File: src/rtl/fifo_flex.sv
// fifo_flex: parametrised single-clock synchronous FIFO.
//
// Purpose
//   Circular-buffer FIFO with a selectable read mode (registered or
//   first-word-fall-through), an occupancy counter, almost-full and
//   almost-empty thresholds, a synchronous flush and sticky error flags.
//
// Ports
//   clk           rising-edge clock
//   rst           synchronous active-high reset
//   clear         synchronous flush (same effect as rst on state)
//   wr_en, din    write request and data
//   rd_en         read (pop) request
//   dout          read data (registered when FWFT=0, head word when FWFT=1)
//   full, empty   occupancy == DEPTH / occupancy == 0
//   almost_full   count >= AF_THRESH
//   almost_empty  count <= AE_THRESH
//   count         occupancy 0..DEPTH
//   overflow      sticky: write attempted while full
//   underflow     sticky: read attempted while empty
//
// Handshake
//   A write is accepted at a rising edge when wr_en=1 and full=0; a read is
//   accepted when rd_en=1 and empty=0. full/empty are the values before the
//   edge. Requests that are not accepted are dropped, never queued. While
//   rst or clear is high no request is accepted and no flag is raised.
//   No output depends combinationally on wr_en or rd_en.
module fifo_flex #(
    parameter int WIDTH         = 8,
    parameter int DEPTH         = 32,
    parameter int POINTER_WIDTH = $clog2(DEPTH),
    parameter int FWFT          = 0,
    parameter int AF_THRESH     = DEPTH - 4,
    parameter int AE_THRESH     = 4
) (
    input  logic                     clk,
    input  logic                     rst,
    input  logic                     clear,
    input  logic                     wr_en,
    input  logic [WIDTH-1:0]         din,
    output logic                     full,
    output logic                     almost_full,
    input  logic                     rd_en,
    output logic [WIDTH-1:0]         dout,
    output logic                     empty,
    output logic                     almost_empty,
    output logic [POINTER_WIDTH:0]   count,
    output logic                     overflow,
    output logic                     underflow
);

    localparam logic [POINTER_WIDTH:0] PTR_ONE = 1;

    logic [WIDTH-1:0]       mem_q [DEPTH];
    logic [POINTER_WIDTH:0] wr_ptr_q, wr_ptr_d;
    logic [POINTER_WIDTH:0] rd_ptr_q, rd_ptr_d;
    logic [POINTER_WIDTH:0] count_q, count_d;
    logic                   overflow_q, overflow_d;
    logic                   underflow_q, underflow_d;
    logic                   wr_acc, rd_acc;

    // The extra MSB on each pointer is the wrap bit: equal pointers mean
    // empty, equal low bits with differing wrap bits mean full.
    assign empty = (wr_ptr_q == rd_ptr_q);
    assign full  = (wr_ptr_q[POINTER_WIDTH] != rd_ptr_q[POINTER_WIDTH]) &&
                   (wr_ptr_q[POINTER_WIDTH-1:0] == rd_ptr_q[POINTER_WIDTH-1:0]);

    assign wr_acc = wr_en && !full  && !clear && !rst;
    assign rd_acc = rd_en && !empty && !clear && !rst;

    assign count        = count_q;
    assign almost_full  = (int'(count_q) >= AF_THRESH);
    assign almost_empty = (int'(count_q) <= AE_THRESH);
    assign overflow     = overflow_q;
    assign underflow    = underflow_q;

    always_comb begin
        wr_ptr_d    = wr_ptr_q;
        rd_ptr_d    = rd_ptr_q;
        count_d     = count_q;
        overflow_d  = overflow_q;
        underflow_d = underflow_q;
        if (clear) begin
            wr_ptr_d    = '0;
            rd_ptr_d    = '0;
            count_d     = '0;
            overflow_d  = 1'b0;
            underflow_d = 1'b0;
        end else begin
            if (wr_acc) wr_ptr_d = wr_ptr_q + PTR_ONE;
            if (rd_acc) rd_ptr_d = rd_ptr_q + PTR_ONE;
            case ({wr_acc, rd_acc})
                2'b10:   count_d = count_q + PTR_ONE;
                2'b01:   count_d = count_q - PTR_ONE;
                default: count_d = count_q;
            endcase
            if (wr_en && full)  overflow_d  = 1'b1;
            if (rd_en && empty) underflow_d = 1'b1;
        end
    end

    always_ff @(posedge clk) begin
        if (rst) begin
            wr_ptr_q    <= '0;
            rd_ptr_q    <= '0;
            count_q     <= '0;
            overflow_q  <= 1'b0;
            underflow_q <= 1'b0;
        end else begin
            wr_ptr_q    <= wr_ptr_d;
            rd_ptr_q    <= rd_ptr_d;
            count_q     <= count_d;
            overflow_q  <= overflow_d;
            underflow_q <= underflow_d;
        end
    end

    // Storage is deliberately left unreset.
    always_ff @(posedge clk) begin
        if (wr_acc) mem_q[wr_ptr_q[POINTER_WIDTH-1:0]] <= din;
    end

    generate
        if (FWFT != 0) begin : g_fwft
            // Head word is always presented; meaningless while empty.
            assign dout = mem_q[rd_ptr_q[POINTER_WIDTH-1:0]];
        end else begin : g_reg
            logic [WIDTH-1:0] dout_q, dout_d;

            always_comb begin
                dout_d = dout_q;
                if (clear)       dout_d = '0;
                else if (rd_acc) dout_d = mem_q[rd_ptr_q[POINTER_WIDTH-1:0]];
            end

            always_ff @(posedge clk) begin
                if (rst) dout_q <= '0;
                else     dout_q <= dout_d;
            end

            assign dout = dout_q;
        end
    endgenerate

endmodule

File: config.mk
export PLATFORM = sky130hd
export DESIGN_NAME = fifo_flex
export DESIGN_NICKNAME = d
export VERILOG_FILES = /design/src/rtl/fifo_flex.sv
export SDC_FILE = /design/constraint.sdc
export NUM_CORES = 1
export LEC_CHECK = 0
export CORE_MARGIN = 3
export CORE_UTILIZATION = 55
export CTS_CLUSTER_DIAMETER = 40
export DETAILED_ROUTE_END_ITERATION = 12
export GPL_ROUTABILITY_DRIVEN = 0
export PLACE_DENSITY_LB_ADDON = 0.25
export SLEW_MARGIN = 25
export SYNTH_ARGS = -nofsm -noshare
export SYNTH_HDL_FRONTEND = slang
export SYNTH_SLANG_ARGS = --single-unit
export TNS_END_PERCENT = 10
File: constraint.sdc
create_clock -name clk -period 8.3 [get_ports clk]
set_clock_uncertainty 0.1 [all_clocks]
set_input_delay 1.66 -clock clk [delete_from_list [all_inputs] [get_ports clk]]
set_output_delay 1.66 -clock clk [all_outputs]
set_load 0.05 [all_outputs]
* Word level (Yosys, flattened, before mapping)
Memories as Yosys holds them, arrays and structs flattened. A register that Yosys moved wholly into a read port is not among the register bits. Index checks and enable logic that the tools add are counted.
Storage, ports and cells: register bits after elaboration 20, latch bits 0, bits in writable memories 256, ROM bits 0, input port bits 13, output and inout bits 20, logic and storage cells 35, memories 1
Memory list:
- mem_q | words 32, bits a word 8, rd ports 1, clocked after Yosys merged registers in 1, wr ports 1, line 54 | logic [WIDTH-1:0] mem_q [DEPTH];
Cells by class: add/subtract/negate cells 4, $mul 0, divide/modulo/power cells 0, $lt $le $gt $ge 2, eq/ne operators 5, shift-type cells 0, multiplexer cells 3, bitwise logic cells 0, reductions and logical operators 15
Operators by type and width (count):
- $add A6 B1 Y6 const B | 3
- $pmux W6 S2 | 1
- $logic_and A1 B1 Y1 | 9
- $eq A6 B6 Y1 | 1
- $ge A6 B5 Y1 const B | 1
- $le A6 B3 Y1 const B | 1
- $sub A6 B1 Y6 const B | 1
- $eq A5 B5 Y1 | 1
- $logic_not A1 Y1 | 4
- $eq A2 B1 Y1 const B | 1
- $eq A2 B2 Y1 const B | 1
- $mux W1 | 2
- $reduce_bool A2 Y1 | 1
- $reduce_or A2 Y1 | 1
- $ne A1 B1 Y1 | 1

* Longest topological paths before layout
depth in word-level cells 8, depth in mapped cells 12, gate-level depth less buffers 11

* Least setup slack after synthesis
Ideal clock, no wire load.
kind register to output, start reg count_q[0], in the netlist count[0], end out almost_empty, arrival 2350 ps, data required time 6540 ps, slack 4190 ps, stages on the path, launching flop included 3, buffers on the path 0, path through dfxtp_1 o21ai_0 nor4b_1
On the way: longest elaborated chain between the ends 1
RTL lines:
- start, declared | line 57 | logic [POINTER_WIDTH:0] count_q, count_d;
- start signal, assigned | line 112 | count_q <= count_d;
- $le A6 B3 Y1 | line 73 | assign almost_empty = (int'(count_q) <= AE_THRESH);
- end, declared | line 46 | output logic almost_empty,
Every way passes these cells.

* Worst setup path in the final report
start in clear, end reg count_q[5], in the netlist count[5]
On the way: longest elaborated chain between the ends 5, elaborated cells on any way between the ends 10, classes of those cells eq/ne (2); mux (1); reduce/logical (7)
RTL lines:
- start, declared | line 38 | input logic clear,
- $logic_not A1 Y1 | line 68, 69
- $logic_and A1 B1 Y1 (on tied branches) (2 in series) | line 69, 68
- $eq A2 B1 Y1 / $eq A2 B2 Y1 (equally long branches) | line 92 | case ({wr_acc, rd_acc})
- $pmux W6 S2 / $reduce_bool A2 Y1 (equally long branches)
Several ways; a longest one is shown, not always the timed one. A chain may end at the register's enable or synchronous reset.

==> metrics.md <==
| Metric | Value |
|---|---|
| Status | `finished, final reports clean` |
| Ys Warns | `0` |
| Switching power | `0.6130 mW` |
| Nets | `795` |
| Synthesized flop and latch total | `284` |
| WP data arrival | `4870 ps` |
| Gate power share | `2.5%` |
| Clock Tree Root | `clkbuf_16` |
| Mapped Nets | `758` |
| Reg power frac | `about half` |
| Routed wl met3 | `around 2 mm` |
| Port Buffers | `32` |
| DRT iter0 DRCs | `between 600 and 700` |
| Post-synth EDFFs | `256` |
| Worst Hold Class | `reg -> reg` |
| Final hold violations | `0` |
| Final min period | `around 4500 ps` |
| Gr usage total | `21.97%` |
| Initial antenna violation count | `0` |
| Post-CTS Setup Bufs | `0` |
| Critical Path Most Common Cell | `ha_1` |
| First-pass GRT wire length | `37.45 mm` |
| Worst Slack Setup Final | `3765 ps` |
| Max VDD drop | `0.1435 mV` |
| Routed len/inst | `22.88 um` |
| Die Wd | `151.8 um` |
| CP Max Fanout | `10` |
| Syn avg cell area | `15.92 um2` |
| Crit end category | `flip-flop` |
| Clock Sinks | `284` |
| TritonRoute pass-1 iters | `5` |
| Layout cell share with drive strength beyond 1 | `between 10% and 20%` |
| Yosys cell types | `49` |
| Core Region | `20560 um2` |
| Post-CTS sizing | `0` |
| Power Internal | `2.556 mW` |
| CTS H-tree depth | `2` |
| Final Max Tran Viols | `0` |
| Fin Hold WS | `approximately 370 ps` |
| Static Leak | `4.159 nW` |
| FP Rows | `52` |
| WL final | `between 20 and 25 mm` |
| Max Clk Rate | `around 220 MHz` |
| Final setup violation count | `0` |
| Worst-Margin Slew | `999.9 ps` |
| Clock power share | `between 40% and 50%` |
| CP startpoint kind | `input port` |
| Crit-path cells | `clkdlybuf4s50_1, nor2_1, o311a_1, ha_1, ha_1, a21o_1, a21oi_1, o21ai_0, a311oi_1, a41o_1` |
| Fin cells | `1065` |
| Starting density of the core | `56.83%` |
| Fillers | `1454` |
| Commonest non-fill, non-tap cell in the layout | `edfxtp_1` |
| Setup tns final | `0 ps` |
| Max Cap Viol | `0` |
| Vias per cell | `6.092` |
| Area delta synth->final | `14.32%` |
| Most frequent cells in the layout | `edfxtp_1 (256), mux2i_1 (134), a22oi_1 (64), nor2_1 (58), a21oi_1 (41)` |
| Reg clk slew, reported paths | `50 ps` |
| M1 WL | `10.21 mm` |
| Final period util | `between 50% and 60%` |
| Longest Clk Path Bufs | `3` |
| Vias in the first global route | `approximately 6500` |
| Gr ovfl total | `0` |
| Post-Synthesis Cells | `734` |
| Sw frac | `19.34%` |
| Largest net degree at the start of global routing | `62` |
| Detail Placement HPWL | `14.64 mm` |
| Sequential fraction of the synthesis area | `roughly 71%` |
| Slowest cell delay on critical path | `570 ps` |
| Slew HR | `33.34%` |
| Met2 routed WL | `11.47 mm` |
| Residual DRC | `0` |
| Prevailing post-synth register cell | `edfxtp_1` |
| Hold-fix buffers, CTS | `0` |
| Setup WS pre-CTS | `3304 ps` |
| Slowest library cell on the worst path | `o311a_1` |
| Async SR Flop Fraction | `0%` |
| Multi-input gate area | `between 3000 and 4000 um2` |
| Unrepaired setup endpoints after global routing | `no` |
| Die H | `151.8 um` |
| Pwr Density | `~240 nW/um2` |
| Highest Signal Layer | `met4` |
| Vias | `roughly 6500` |
| Syn Std Cell Area | `11680 um2` |
| Setup CP Type | `in -> reg` |
| ANT nets after route | `0` |
| Req. time, crit path | `8640 ps` |
| FF+latch area | `between 8000 and 9000 um2` |
| Clock latency on the worst-skew pair | `approximately 500 ps` |
| Die area | `23030 um2` |
| Cts bufs inserted | `36` |
| Cell total after placement | `1003` |
| CTS tree | `built` |
| I/O pin total | `33` |
| Ant diodes | `0` |
## layout make-up
type	count	share of cell area (%)
clock inverter	19	1.742
sequential	284	61.77
multi-input combinational	402	23.77
inverter	3	0.08430
timing repair buffer	44	2.997
clock buffer	43	7.100
tap	270	2.529
## worst max-delay path: cells and delay by family
family | cells | cell delay (ps)
AOI/OAI and AO/OA | 6 | 1560
buffers and inverters | 1 | 410
and+or+nand+nor | 1 | 490
adders and majority gates | 2 | 730
## power groups by stage
stage,Sequential [mW],Clock (mW),Combinational [mW]
final,1.56,1.53,0.0792
after global routing,1.56,1.61,0.0848
after CTS,1.56,1.55,0.0797
after detailed placement,1.59,0,0.0791
after global placement,1.59,0,0.0764
after floorplan,1.60,0,0.0375
## sequential cells by signal (all words and copies together), names as in the netlist
register / flops
dout: 8
count: 6
wr_ptr_q: 6
mem_q: 256
rd_ptr_q: 6
underflow: 1
overflow: 1
## through the flow
stage	area [um2]	util, %	total power [mW]
global route	13360	64.97	3.255
global placement	12190	59.27	1.670
detailed placement	12180	59.23	1.673
floorplan	11690	-	1.633
finish	13360	64.97	3.169
CTS	13360	64.97	3.190
## cell usage after synthesis, types with 2 or more instances
library cell	count	area, um2
or3b_2	2	17.52
nor4b_1	3	26.28
a21o_1	2	15.01
a21oi_1	41	205.2
clkbuf_1	9	33.78
and2_1	4	25.02
xor2_1	5	43.79
nor2_1	59	221.5
xnor2_2	2	32.53
nor2b_1	2	12.51
or2_2	3	18.77
xnor2_1	5	43.79
nand2b_1	2	12.51
mux2i_1	134	1341
ha_1	10	125.1
nand3b_1	2	15.01
edfxtp_1	256	7687
o21ai_0	6	30.03
nand4b_1	4	35.03
buf_4	10	75.07
dfxtp_1	28	560.5
buf_6	4	45.04
nand2_1	15	56.30
inv_1	3	11.26
buf_2	21	105.1
nand3_1	2	10.01
a311oi_1	2	17.52
a32o_1	8	80.08
or3_1	5	31.28
xnor2_4	3	82.58
a22oi_1	64	480.5
## per-layer routing
layer / track usage [%] / vias up
li1: - / 2939
met1: 31.29 / 3201
met2: 34.20 / 298
met3: 3.837 / 50
met4: 8.535 / 0
met5: 0 / -
## worst paths after layout
| kind | to | depth (start not counted) | startpoint | slack, ps |
|---|---|---|---|---|
| min | overflow$_SDFFE_PP0P_ | 2 | overflow$_SDFFE_PP0P_ | 370 |
| max | count[5]$_SDFFE_PP0P_ | 10 | clear | 3760 |
| min reg2reg | overflow$_SDFFE_PP0P_ | 2 | overflow$_SDFFE_PP0P_ | 370 |
| max reg2reg | dout[0]$_SDFFE_PP0P_ | 7 | rd_ptr_q[0]$_SDFFE_PP0P_ | 4700 |
## logic make-up (layout without fill, tap and decap cells)
logic type	Yosys count	after routing	share of synthesized area, %
buffers and inverters	48	109	2.345
xor gates and xnor gates	15	15	1.735
muxes	134	134	11.48
and+or+nand+nor	110	110	4.669
DFF	284	284	70.59
adders and majority gates	11	11	1.242
AOI/OAI and AO/OA	132	132	7.945
Power figures use the tool's default switching activity.
